**src/rtl/leg_io_host.sv**
```systemverilog
// Host-side responder for the LEG core I/O port: input FIFO feeds the core, output FIFO captures it.
// Latency: host push -> core-visible head 1 cycle; core emit -> out_valid 1 cycle; arch_input_value combinational.
// Backpressure: in_ready = !input_full; core has no backpressure, so underflow/overflow are flagged (FAULT if STRICT).

module leg_io_host_fifo #(
    parameter int DEPTH = 16,
    parameter int W     = 8
) (
    input  logic         clk,
    input  logic         rst,
    input  logic         flush,
    input  logic         push,
    input  logic [W-1:0] push_dat,
    input  logic         pop,
    output logic [W-1:0] head_dat,
    output logic         full,
    output logic         empty
);
    localparam int AW = $clog2(DEPTH);

    logic [W-1:0]  mem [DEPTH];
    logic [AW-1:0] rd_ptr;
    logic [AW-1:0] wr_ptr;
    logic [AW:0]   cnt;

    assign full     = (cnt == (AW+1)'(DEPTH));
    assign empty    = (cnt == '0);
    assign head_dat = mem[rd_ptr];

    // Callers gate push with !full and pop with !empty; pointers wrap since DEPTH is a power of two.
    always_ff @(posedge clk or posedge rst) begin
        if (rst) begin
            rd_ptr <= '0;
            wr_ptr <= '0;
            cnt    <= '0;
        end else if (flush) begin
            rd_ptr <= '0;
            wr_ptr <= '0;
            cnt    <= '0;
        end else begin
            if (push) wr_ptr <= wr_ptr + 1'b1;
            if (pop)  rd_ptr <= rd_ptr + 1'b1;
            case ({push, pop})
                2'b10:   cnt <= cnt + 1'b1;
                2'b01:   cnt <= cnt - 1'b1;
                default: cnt <= cnt;
            endcase
        end
    end

    always_ff @(posedge clk) begin
        if (push && !flush) mem[wr_ptr] <= push_dat;
    end
endmodule

module leg_io_host #(
    parameter int DEPTH  = 16,
    parameter int STRICT = 1
) (
    input  logic        clk,
    input  logic        rst,
    input  logic        arch_input_enable,
    output logic [7:0]  arch_input_value,
    input  logic        arch_output_enable,
    input  logic [7:0]  arch_output_value,
    input  logic        in_valid,
    input  logic [7:0]  in_data,
    output logic        in_ready,
    output logic        out_valid,
    output logic [7:0]  out_data,
    input  logic        out_ready,
    input  logic        start,
    input  logic        clear,
    output logic        cpu_rst,
    output logic [1:0]  state,
    output logic        underflow,
    output logic        overflow,
    output logic [15:0] in_count,
    output logic [15:0] out_count
);
    typedef enum logic [1:0] {
        IDLE  = 2'd0,
        RUN   = 2'd1,
        FAULT = 2'd2
    } state_t;

    state_t     st;
    logic       run;
    logic [7:0] in_head;
    logic [7:0] out_head;
    logic       in_full;
    logic       in_empty;
    logic       out_full;
    logic       out_empty;
    logic       in_push;
    logic       in_pop;
    logic       out_push;
    logic       out_pop;
    logic       uf_evt;
    logic       of_evt;

    assign run = (st == RUN);

    // Full/empty come from pre-edge occupancy, so a same-cycle pop never frees a slot for a push.
    assign in_push  = in_valid && !in_full;
    assign in_pop   = run && arch_input_enable && !in_empty;
    assign uf_evt   = run && arch_input_enable && in_empty;
    assign out_push = run && arch_output_enable && !out_full;
    assign of_evt   = run && arch_output_enable && out_full;
    assign out_pop  = out_ready && !out_empty;

    leg_io_host_fifo #(.DEPTH(DEPTH), .W(8)) u_in_fifo (
        .clk      (clk),
        .rst      (rst),
        .flush    (clear),
        .push     (in_push),
        .push_dat (in_data),
        .pop      (in_pop),
        .head_dat (in_head),
        .full     (in_full),
        .empty    (in_empty)
    );

    leg_io_host_fifo #(.DEPTH(DEPTH), .W(8)) u_out_fifo (
        .clk      (clk),
        .rst      (rst),
        .flush    (clear),
        .push     (out_push),
        .push_dat (arch_output_value),
        .pop      (out_pop),
        .head_dat (out_head),
        .full     (out_full),
        .empty    (out_empty)
    );

    assign arch_input_value = (run && !in_empty) ? in_head : 8'h00;
    assign in_ready         = !in_full;
    assign out_valid        = !out_empty;
    assign out_data         = out_empty ? 8'h00 : out_head;
    assign cpu_rst          = !run;
    assign state            = st;

    always_ff @(posedge clk or posedge rst) begin
        if (rst) begin
            st        <= IDLE;
            underflow <= 1'b0;
            overflow  <= 1'b0;
            in_count  <= '0;
            out_count <= '0;
        end else if (clear) begin
            st        <= IDLE;
            underflow <= 1'b0;
            overflow  <= 1'b0;
            in_count  <= '0;
            out_count <= '0;
        end else begin
            case (st)
                IDLE:    if (start) st <= RUN;
                RUN:     if ((STRICT != 0) && (uf_evt || of_evt)) st <= FAULT;
                FAULT:   st <= FAULT;
                default: st <= IDLE;
            endcase
            if (uf_evt) underflow <= 1'b1;
            if (of_evt) overflow  <= 1'b1;
            if (in_pop && in_count != 16'hFFFF)    in_count  <= in_count + 16'd1;
            if (out_push && out_count != 16'hFFFF) out_count <= out_count + 16'd1;
        end
    end
endmodule

```
**config.mk**
```make
export PLATFORM = sky130hd
export DESIGN_NAME = leg_io_host
export DESIGN_NICKNAME = d
export VERILOG_FILES = /design/src/rtl/leg_io_host.sv
export SDC_FILE = /design/constraint.sdc
export NUM_CORES = 1
export LEC_CHECK = 0
export CAP_MARGIN = 30
export CORE_MARGIN = 2
export CORE_UTILIZATION = 54
export DETAILED_ROUTE_END_ITERATION = 12
export PLACE_DENSITY_LB_ADDON = 0.12
export SLEW_MARGIN = 20
export SYNTH_ARGS = -nofsm -noshare
export SYNTH_HDL_FRONTEND = slang
export SYNTH_HIERARCHICAL = 1
export SYNTH_SLANG_ARGS = --single-unit
```
**constraint.sdc**
```tcl
create_clock -name clk -period 3.4 [get_ports clk]
set_input_delay 1.02 -clock clk [delete_from_list [all_inputs] [get_ports clk]]
set_output_delay 1.02 -clock clk [all_outputs]
set_load 0.03 [all_outputs]
```
# After elaboration in Yosys (flattened, before gate mapping)
# Memory sizes are Yosys's and may differ from the RTL's.
# Cells that the tools add are included.
[totals] regBits=62 ram_bits=256 in_bits=24 wordCells=99 mem_count=2
[classes] n_addsub=10 eq_ne=12 mux=30 reduce_logical=34
[memory_table] memory="u_in_fifo.mem" words=16 width=8 read_ports=1 rd_ports_with_merged_regs=0 wr=1 line="21" text="logic [W-1:0] mem [DEPTH];"
[memory_table] memory="u_out_fifo.mem" words=16 width=8 read_ports=1 rd_ports_with_merged_regs=0 wr=1 line="21"
[op_table] op="$mux 16" count=4
[op_table] op="$add 16x1->16 const B" count=2
[op_table] op="$mux 4" count=8
[op_table] op="$ne 16x16->1 const B" count=2
[op_table] op="$pmux 5 s2" count=2
[op_table] op="$add 4x1->4 const B" count=4
[op_table] op="$mux 8" count=2
[op_table] op="$reduce_bool 2->1" count=8
[op_table] op="$logic_and 1x1->1" count=13
[op_table] op="$add 5x1->5 const B" count=2
[op_table] op="$eq 5x5->1 const B" count=2
[op_table] op="$logic_not 5->1" count=2
[op_table] op="$mux 5" count=2
[op_table] op="$sub 5x1->5 const B" count=2
[op_table] op="$mux 1" count=8
[op_table] op="$eq 2x1->1 const B" count=3
[op_table] op="$eq 2x2->1 const B" count=3
[op_table] op="$logic_not 1->1" count=6
[op_table] op="$mux 2" count=3
[op_table] op="$pmux 2 s3" count=1
[op_table] op="$reduce_bool 3->1" count=2
[op_table] op="$ne 3x2->1 const B" count=1
[op_table] op="$ne 3x3->1 const B" count=1
[op_table] op="$logic_not 2->1" count=1
[op_table] op="other kinds (2)" count=2

# Logic depth before layout (Yosys ltp)
# Gate-level depths: netlist of the first run.
[depth] ltp_word=7 mapped_depth=14 depth_no_buf=13

# Cells and area by module
# The synthesis of the first run kept the hierarchy.
[by_module_without_submodules] mod="leg_io_host_fifo at u_out_fifo" n_inst=1 cells_each=311 area_per_inst_um2=5798.1
[by_module_without_submodules] mod="leg_io_host_fifo at u_in_fifo" n_inst=1 cells_each=308 area_per_inst_um2=5785.5
[by_module_without_submodules] mod="leg_io_host" n_inst=1 cells_each=246 area_per_inst_um2=2264.7

# Least setup slack after synthesis of the first run
# Ideal clock, no wire load.
[synth_timing] kind="reg2out" startpoint="reg u_in_fifo.rd_ptr[0]" endpoint="out arch_input_value[4]" t_arrival_ns=1.618 required_ns=2.380 setup_slack_ns=0.762 path_stages_with_launch=7 n_path_buf=2 path_cell_list="dfrtp_1 > buf_6 > buf_6 > mux4_1 > a22oi_1 > nand2_1 > and2_1"
[synth_between] elab_chain_len=2
[synth_lines] item="start, declared" line="22" text="logic [AW-1:0] rd_ptr;"
[synth_lines] item="start signal, assigned" line="42" text="if (pop) rd_ptr <= rd_ptr + 1'b1;"
[synth_lines] item="$mem_v2 16x8"
[synth_lines] item="net in_head[4]" line="89" text="logic [7:0] in_head;"
[synth_lines] item="$mux 8" line="136" text="assign arch_input_value = (run && !in_empty) ? in_head : 8'h00;"
[synth_lines] item="end, declared" line="63" text="output logic [7:0] arch_input_value,"
# The timed path passes the listed nets, and every way through them passes these cells.

# Worst setup path in the final report of the first run
[layout_timing] startpoint="reg u_out_fifo.rd_ptr[0]" endpoint="out out_data[7]"
[layout_between] elab_chain_len=2
[layout_lines] item="start, declared" line="22"
[layout_lines] item="start signal, assigned" line="42"
[layout_lines] item="$mem_v2 16x8"
[layout_lines] item="net out_head[7]" line="90" text="logic [7:0] out_head;"
[layout_lines] item="$mux 8" line="139" text="assign out_data = out_empty ? 8'h00 : out_head;"
[layout_lines] item="end, declared" line="70" text="output logic [7:0] out_data,"
# The timed path passes the listed nets, and every way through them passes these cells.

==> results of run 1 <==
## registers in the layout (all words and copies together), names as in the netlist, 4 cells and up
signal and flops:
u_in_fifo/mem 128, u_out_fifo/mem 128, in_count 16, out_count 16
u_in_fifo/cnt 5, u_out_fifo/cnt 5, u_in_fifo/rd_ptr 4, u_in_fifo/wr_ptr 4
u_out_fifo/rd_ptr 4, u_out_fifo/wr_ptr 4
## synth_stat cells, types with 6 or more instances
cell type    n
edfxtp_1   256
nor2_1      73
dfrtp_1     62
nand2_1     50
mux4_2      38
a22oi_1     36
a21oi_1     29
mux4_1      26
inv_1       25
nor2b_1     21
ha_1        19
nand4_1     14
nor3_1      14
and2_1      12
or3_1       12
xnor2_1     11
mux2i_1     10
nand3_1     10
buf_6        8
clkbuf_1     8
o21ai_0      8
o31ai_1      8
or4_1        8
xor2_1       8
and3_1       6
buf_2        6
nand2b_1     6
## cells in the final DEF (no fill, tap or decap), types with 11 or more instances in the layout
cell	n
nor2_1	73
nand4_1	14
nand2_1	50
dfrtp_1	60
ha_1	19
or3_1	12
nor3_1	14
a21oi_1	29
mux4_2	57
inv_1	25
clkbuf_16	34
clkdlybuf4s50_1	61
buf_6	14
edfxtp_1	256
buf_4	61
a22oi_2	26
nor2b_1	20
xnor2_1	11
## how the worst min path moves through the flow
| stage | start | to | slack, ns | cells after the start |
|---|---|---|---|---|
| 6_report | underflow$_DFFE_PP0P_ | underflow$_DFFE_PP0P_ | 0.51 | 2 |
| 5_1_grt | overflow$_DFFE_PP0P_ | overflow$_DFFE_PP0P_ | 0.54 | 2 |
| 4_1_cts | overflow$_DFFE_PP0P_ | overflow$_DFFE_PP0P_ | 0.51 | 2 |
| 3_5_place_dp | overflow$_DFFE_PP0P_ | overflow$_DFFE_PP0P_ | 0.50 | 2 |
| 3_3_place_gp | overflow$_DFFE_PP0P_ | overflow$_DFFE_PP0P_ | 0.48 | 2 |
| 2_1_floorplan | u_in_fifo/cnt[4]$_DFFE_PP0P_ | u_in_fifo/cnt[4]$_DFFE_PP0P_ | 0.52 | 2 |
## final cells by class
type | instances | area [µm²] | share of cell area (%)
flip-flops and latches | 318 | 9240 | 55.6
multi-input cells | 483 | 4300 | 25.8
repair buffers | 150 | 1430 | 8.58
clock buffers | 42 | 891 | 5.36
well taps | 330 | 413 | 2.48
clock inverters | 17 | 253 | 1.52
inverters | 27 | 103 | 0.617
## power breakdown
| group | internal, mW | switching, mW |
|---|---|---|
| combinational | 1.10 | 1.22 |
| clock | 2.32 | 1.43 |
| sequential | 4.31 | 0.117 |
| total | 7.74 | 2.77 |
## metal layers
metal,vias up,part of all wire (%),global-route usage [%]
li1,3694,-,-
met3,56,5.3,3.28
met2,268,51,38.7
met1,4149,41,29.9
met5,-,0,0
met4,0,2.4,6.66
## worst max-delay path, stage by stage, from the launching register on
cell     delay, ns
dfrtp_2       0.46
buf_12        0.18
buf_4         0.12
mux4_2        0.54
a22oi_2       0.15
nand2_1       0.08
nor2b_1       0.14
buf_4         0.17
## cell families (layout without fill, tap and decap cells)
group / count (synthesis) / count (layout) / share of synthesized area [%]
buffers and inverters: 64 / 236 / 2.84
AOI/OAI and AO/OA: 110 / 110 / 5.29
DFF: 318 / 318 / 66.7
muxes: 79 / 79 / 12.2
xor gates and xnor gates: 19 / 19 / 1.20
and+or+nand+nor: 256 / 256 / 10.0
adders and majority gates: 19 / 19 / 1.72
## through the flow
stage / TNS (ns) / instance area (µm²) / power [mW]
finish: 0 / 16600 / 10.5
global route: -0.472 / 16600 / 10.9
CTS: -0.319 / 16600 / 10.5
detailed placement: 0 / 15300 / 6.62
global placement: 0 / 15300 / 6.53
floorplan: 0 / 13800 / 5.94
## repair_timing
item / 4_1_cts / 5_1_grt
gates cloned: 2 / 0
hold buffers: 0 / 0
pin swaps: 6 / 21
setup buffers: 12 / 3
gates resized for setup: 104 / 57
setup endpoints to repair: 16 / 16
==> reports/qor.yml, run 1 <==
outcome: "complete, no violations"
cp-start-kind: "flop"
gp_congestion: 0.827
via_per_inst: 5.97
core_area_mm2: 0.0252
drv_cap: 0
antenna_found_initial: 0
cts_sinks: 318
synth_top_area_share_pct: 55.5
synth_edf_count: 256
p_leak_nw: 5.81
async_flop_share_pct: 19.5
maxClockFrequency_mhz: 296
vias: 8167
yosys_warnings: 6
cp.arrival_ns: 2.36
top_level_ports: 79
grt_overflow: 0
port_buffers: 78
dp_cells: 1294
syn_area_mm2: 0.0138
synth_top_area_cell: "edfxtp_1"
cp-end-kind: "output pin"
grt_pass1_wl_um: 46000
finalHoldViolations: 0
htreeDepth: 2
cts_buffers: 34
synth_ff_type: "edfxtp_1"
finalCritPeriodShare_pct: 99.5
required_ns: 2.38
rsz0062_at_grt: "true"
die-area_mm2: 0.0269
ys_types: 65
hpwl_um: 19100
p_per_area_mw_per_mm2: 632
rr_worst_depth: 13
relSlewSlack_pct: 51.6
initial_utilization_pct: 55.0
die_h_um: 164
rows: 58
antenna_cells: 0
final_cells: 1367
tritoncts: "yes"
crit-reg2reg-launch: "u_in_fifo/cnt[2]$_DFFE_PP0P_"
reg2reg_slack_ns: 0.46
syn_inst: 865
final_layout_size_suffix_gt1_share_pct: 23.7
cts.root.buffer_cell: "clkbuf_16"
dr.pass1.iters: 6
setup_ws_ns: 0.0173
ys_seq_elements: 318
first_global_vias: 8341
fin_nets: 1057
cp_max_fo: 11
detail-route-antenna-nets: 0
die_w_um: 164
clock_latency_ns: 0.52
pre_cts_ws_ns: 0.00417
worst_slew_pin_slew_ns: 0.722
drt_iter0_markers: 698
wire_per_inst_um: 21.6
min_path_type: "reg -> reg"
r2r_end: "u_in_fifo/cnt[4]$_DFFE_PP0P_"
remaining_drc_errors: 0
slew_violations: 0
track_usage_pct: 22.5
finalSetupViolCount: 0
endpoint: "out_data[7]"
fin_util_pct: 66.0
grt_max_degree: 57
drt_wl_total_um: 29600
cp-startpoint: "u_out_fifo/rd_ptr[0]$_DFFE_PP0P_"
skew_ns: 0.0174
clk_path_buf_depth: 3
period_minus_slack_ns: 3.38
ir_worst_vdd_uv: 477
clk_pin_slew_ns: 0.06
synth_nets: 908
path_class: "reg -> out"
syn_area_per_cell_um2: 16.0
fillers: 1762
holdWs_ns: 0.507
yosysSeqAreaShare_pct: 66.7
areaGrowthSynthToFinish_pct: 20.0
synth.area.top_cells: "edfxtp_1 (56%), dfrtp_1 (11%), mux4_2 (6.2%)"
No activity file was read; power rests on OpenSTA's default activity.
==> run 2: changes to the inputs <==
--- a/config.mk
+++ b/config.mk
@@ -9,7 +9,7 @@
 export CORE_MARGIN = 2
 export CORE_UTILIZATION = 54
 export DETAILED_ROUTE_END_ITERATION = 12
-export PLACE_DENSITY_LB_ADDON = 0.12
+export PLACE_DENSITY = 0.78
 export SLEW_MARGIN = 20
 export SYNTH_ARGS = -nofsm -noshare
 export SYNTH_HDL_FRONTEND = slang
==> reports/qor.yml, run 2 (same netlist as run 1, synthesis figures left out) <==
p_per_area_mw_per_mm2: 612
drt_wl_total_um: 30200
detail-route-antenna-nets: 0
initial_utilization_pct: 55.0
cts.root.buffer_cell: "clkbuf_16"
clk_path_buf_depth: 3
maxClockFrequency_mhz: 298
min_path_type: "reg -> reg"
port_buffers: 78
vias: 8200
grt_max_degree: 51
cts_sinks: 318
grt_overflow: 0
final_layout_size_suffix_gt1_share_pct: 22.1
path_class: "reg -> out"
cp.arrival_ns: 2.34
antenna_cells: 0
required_ns: 2.38
clock_latency_ns: 0.51
gp_congestion: 0.807
top_level_ports: 79
finalSetupViolCount: 0
dr.pass1.iters: 5
fin_util_pct: 65.6
finalHoldViolations: 0
p_leak_nw: 5.78
tritoncts: "yes"
slew_violations: 0
skew_ns: 0.0189
relSlewSlack_pct: 51.6
remaining_drc_errors: 0
outcome: "complete, no violations"
setup_ws_ns: 0.0387
hpwl_um: 18800
htreeDepth: 2
period_minus_slack_ns: 3.36
core_area_mm2: 0.0252
die-area_mm2: 0.0269
most-common-layout-cells: "edfxtp_1 (256), nor2_1 (73), buf_4 (66), clkdlybuf4s50_1 (61), dfrtp_1 (60)"
antenna_found_initial: 0
largest_registers: "u_in_fifo/mem: 128 flops, u_out_fifo/mem: 128 flops"
ir_worst_vdd_uv: 555
cts_buffers: 34
cp-end-kind: "output pin"
fillers: 1703
first_global_vias: 8317
wire_per_inst_um: 22.1
grt_pass1_wl_um: 46500
pre_cts_ws_ns: 0.114
rows: 58
layout_commonest_cell: "edfxtp_1"
cp_max_fo: 12
clk_pin_slew_ns: 0.06
finalCritPeriodShare_pct: 98.9
placed_area_mm2: 0.0152
die_h_um: 164
worst_slew_pin_slew_ns: 0.723
track_usage_pct: 23.0
areaGrowthSynthToFinish_pct: 19.4
drv_cap: 0
final_area_mm2: 0.0165
fin_nets: 1058
drt_iter0_markers: 893
cp-start-kind: "flop"
rsz0062_at_grt: "true"
via_per_inst: 6.00
die_w_um: 164
## run 2: changes by cell type in the layout (fill, tap and decap cells not counted), moves of 5 or more
cell / previous run / this run
bufinv_16: 6 / 1
mux4_1: 7 / 15
buf_6: 14 / 4
mux4_2: 57 / 49
buf_4: 61 / 66
## run 2: per-layer routing
layer	up-vias	GRT usage (%)	routed length (µm)
met2	287	41.0	15900
met1	4162	28.5	11800
li1	3697	-	-
met4	0	6.82	688
met3	54	4.39	1870
met5	-	0	0
## run 2: final timing paths
kind	startpoint	end	slack [ns]	depth (start not counted)
setup / recovery	u_out_fifo/rd_ptr[0]$_DFFE_PP0P_	out_data[2]	0.04	7
hold / removal	underflow$_DFFE_PP0P_	underflow$_DFFE_PP0P_	0.51	2
setup reg to reg	u_in_fifo/cnt[2]$_DFFE_PP0P_	u_in_fifo/cnt[4]$_DFFE_PP0P_	0.52	13
hold reg to reg	underflow$_DFFE_PP0P_	underflow$_DFFE_PP0P_	0.51	2
max in group asynchronous	rst	u_out_fifo/rd_ptr[0]$_DFFE_PP0P_	1.97	2
min in group asynchronous	rst	u_in_fifo/wr_ptr[3]$_DFFE_PP0P_	0.93	2
## run 2: power breakdown
part	switching [mW]	leakage, nW	internal (mW)
combinational	1.20	2.12	1.06
sequential	0.110	3.16	4.31
clock	1.42	0.502	2.01
total	2.73	5.78	7.38
## run 2: area by class of cell
| class | instances | area, µm² | share of cell area, % |
|---|---|---|---|
| Inverter | 27 | 103 | 0.621 |
| Multi-Input combinational cell | 483 | 4300 | 26.0 |
| Clock buffer | 48 | 945 | 5.71 |
| Tap cell | 330 | 413 | 2.50 |
| Timing Repair Buffer | 151 | 1450 | 8.79 |
| Sequential cell | 318 | 9240 | 55.9 |
| Clock inverter | 10 | 75.1 | 0.454 |
## run 2: critical path, stage by stage, from the launching register on
cell and delay [ns]:
dfrtp_2 0.42, buf_12 0.17, buf_12 0.12, mux4_2 0.51, a22oi_2 0.15, nand2_1 0.07
nor2b_1 0.13, clkdlybuf4s15_2 0.28
## run 2: metrics by stage
| stage | power [mW] | hold WS, ns | TNS (ns) | cells |
|---|---|---|---|---|
| floorplan | 5.94 | 0.523 | 0 | 865 |
| global placement | 6.52 | 0.483 | 0 | 1292 |
| detailed placement | 6.58 | 0.496 | 0 | 1292 |
| CTS | 10.1 | 0.509 | -0.0575 | 1361 |
| global route | 10.5 | 0.523 | -0.146 | 1367 |
| finish | 10.1 | 0.513 | 0 | 1367 |
## run 2: repair_timing
| item | 4_1_cts | 5_1_grt |
|---|---|---|
| setup endpoints to repair | 16 | 13 |
| resized for setup | 83 | 32 |
| hold buffers | 0 | 0 |
| setup buffers | 9 | 7 |
| pin swaps | 4 | 9 |
| cloned | 2 | 1 |
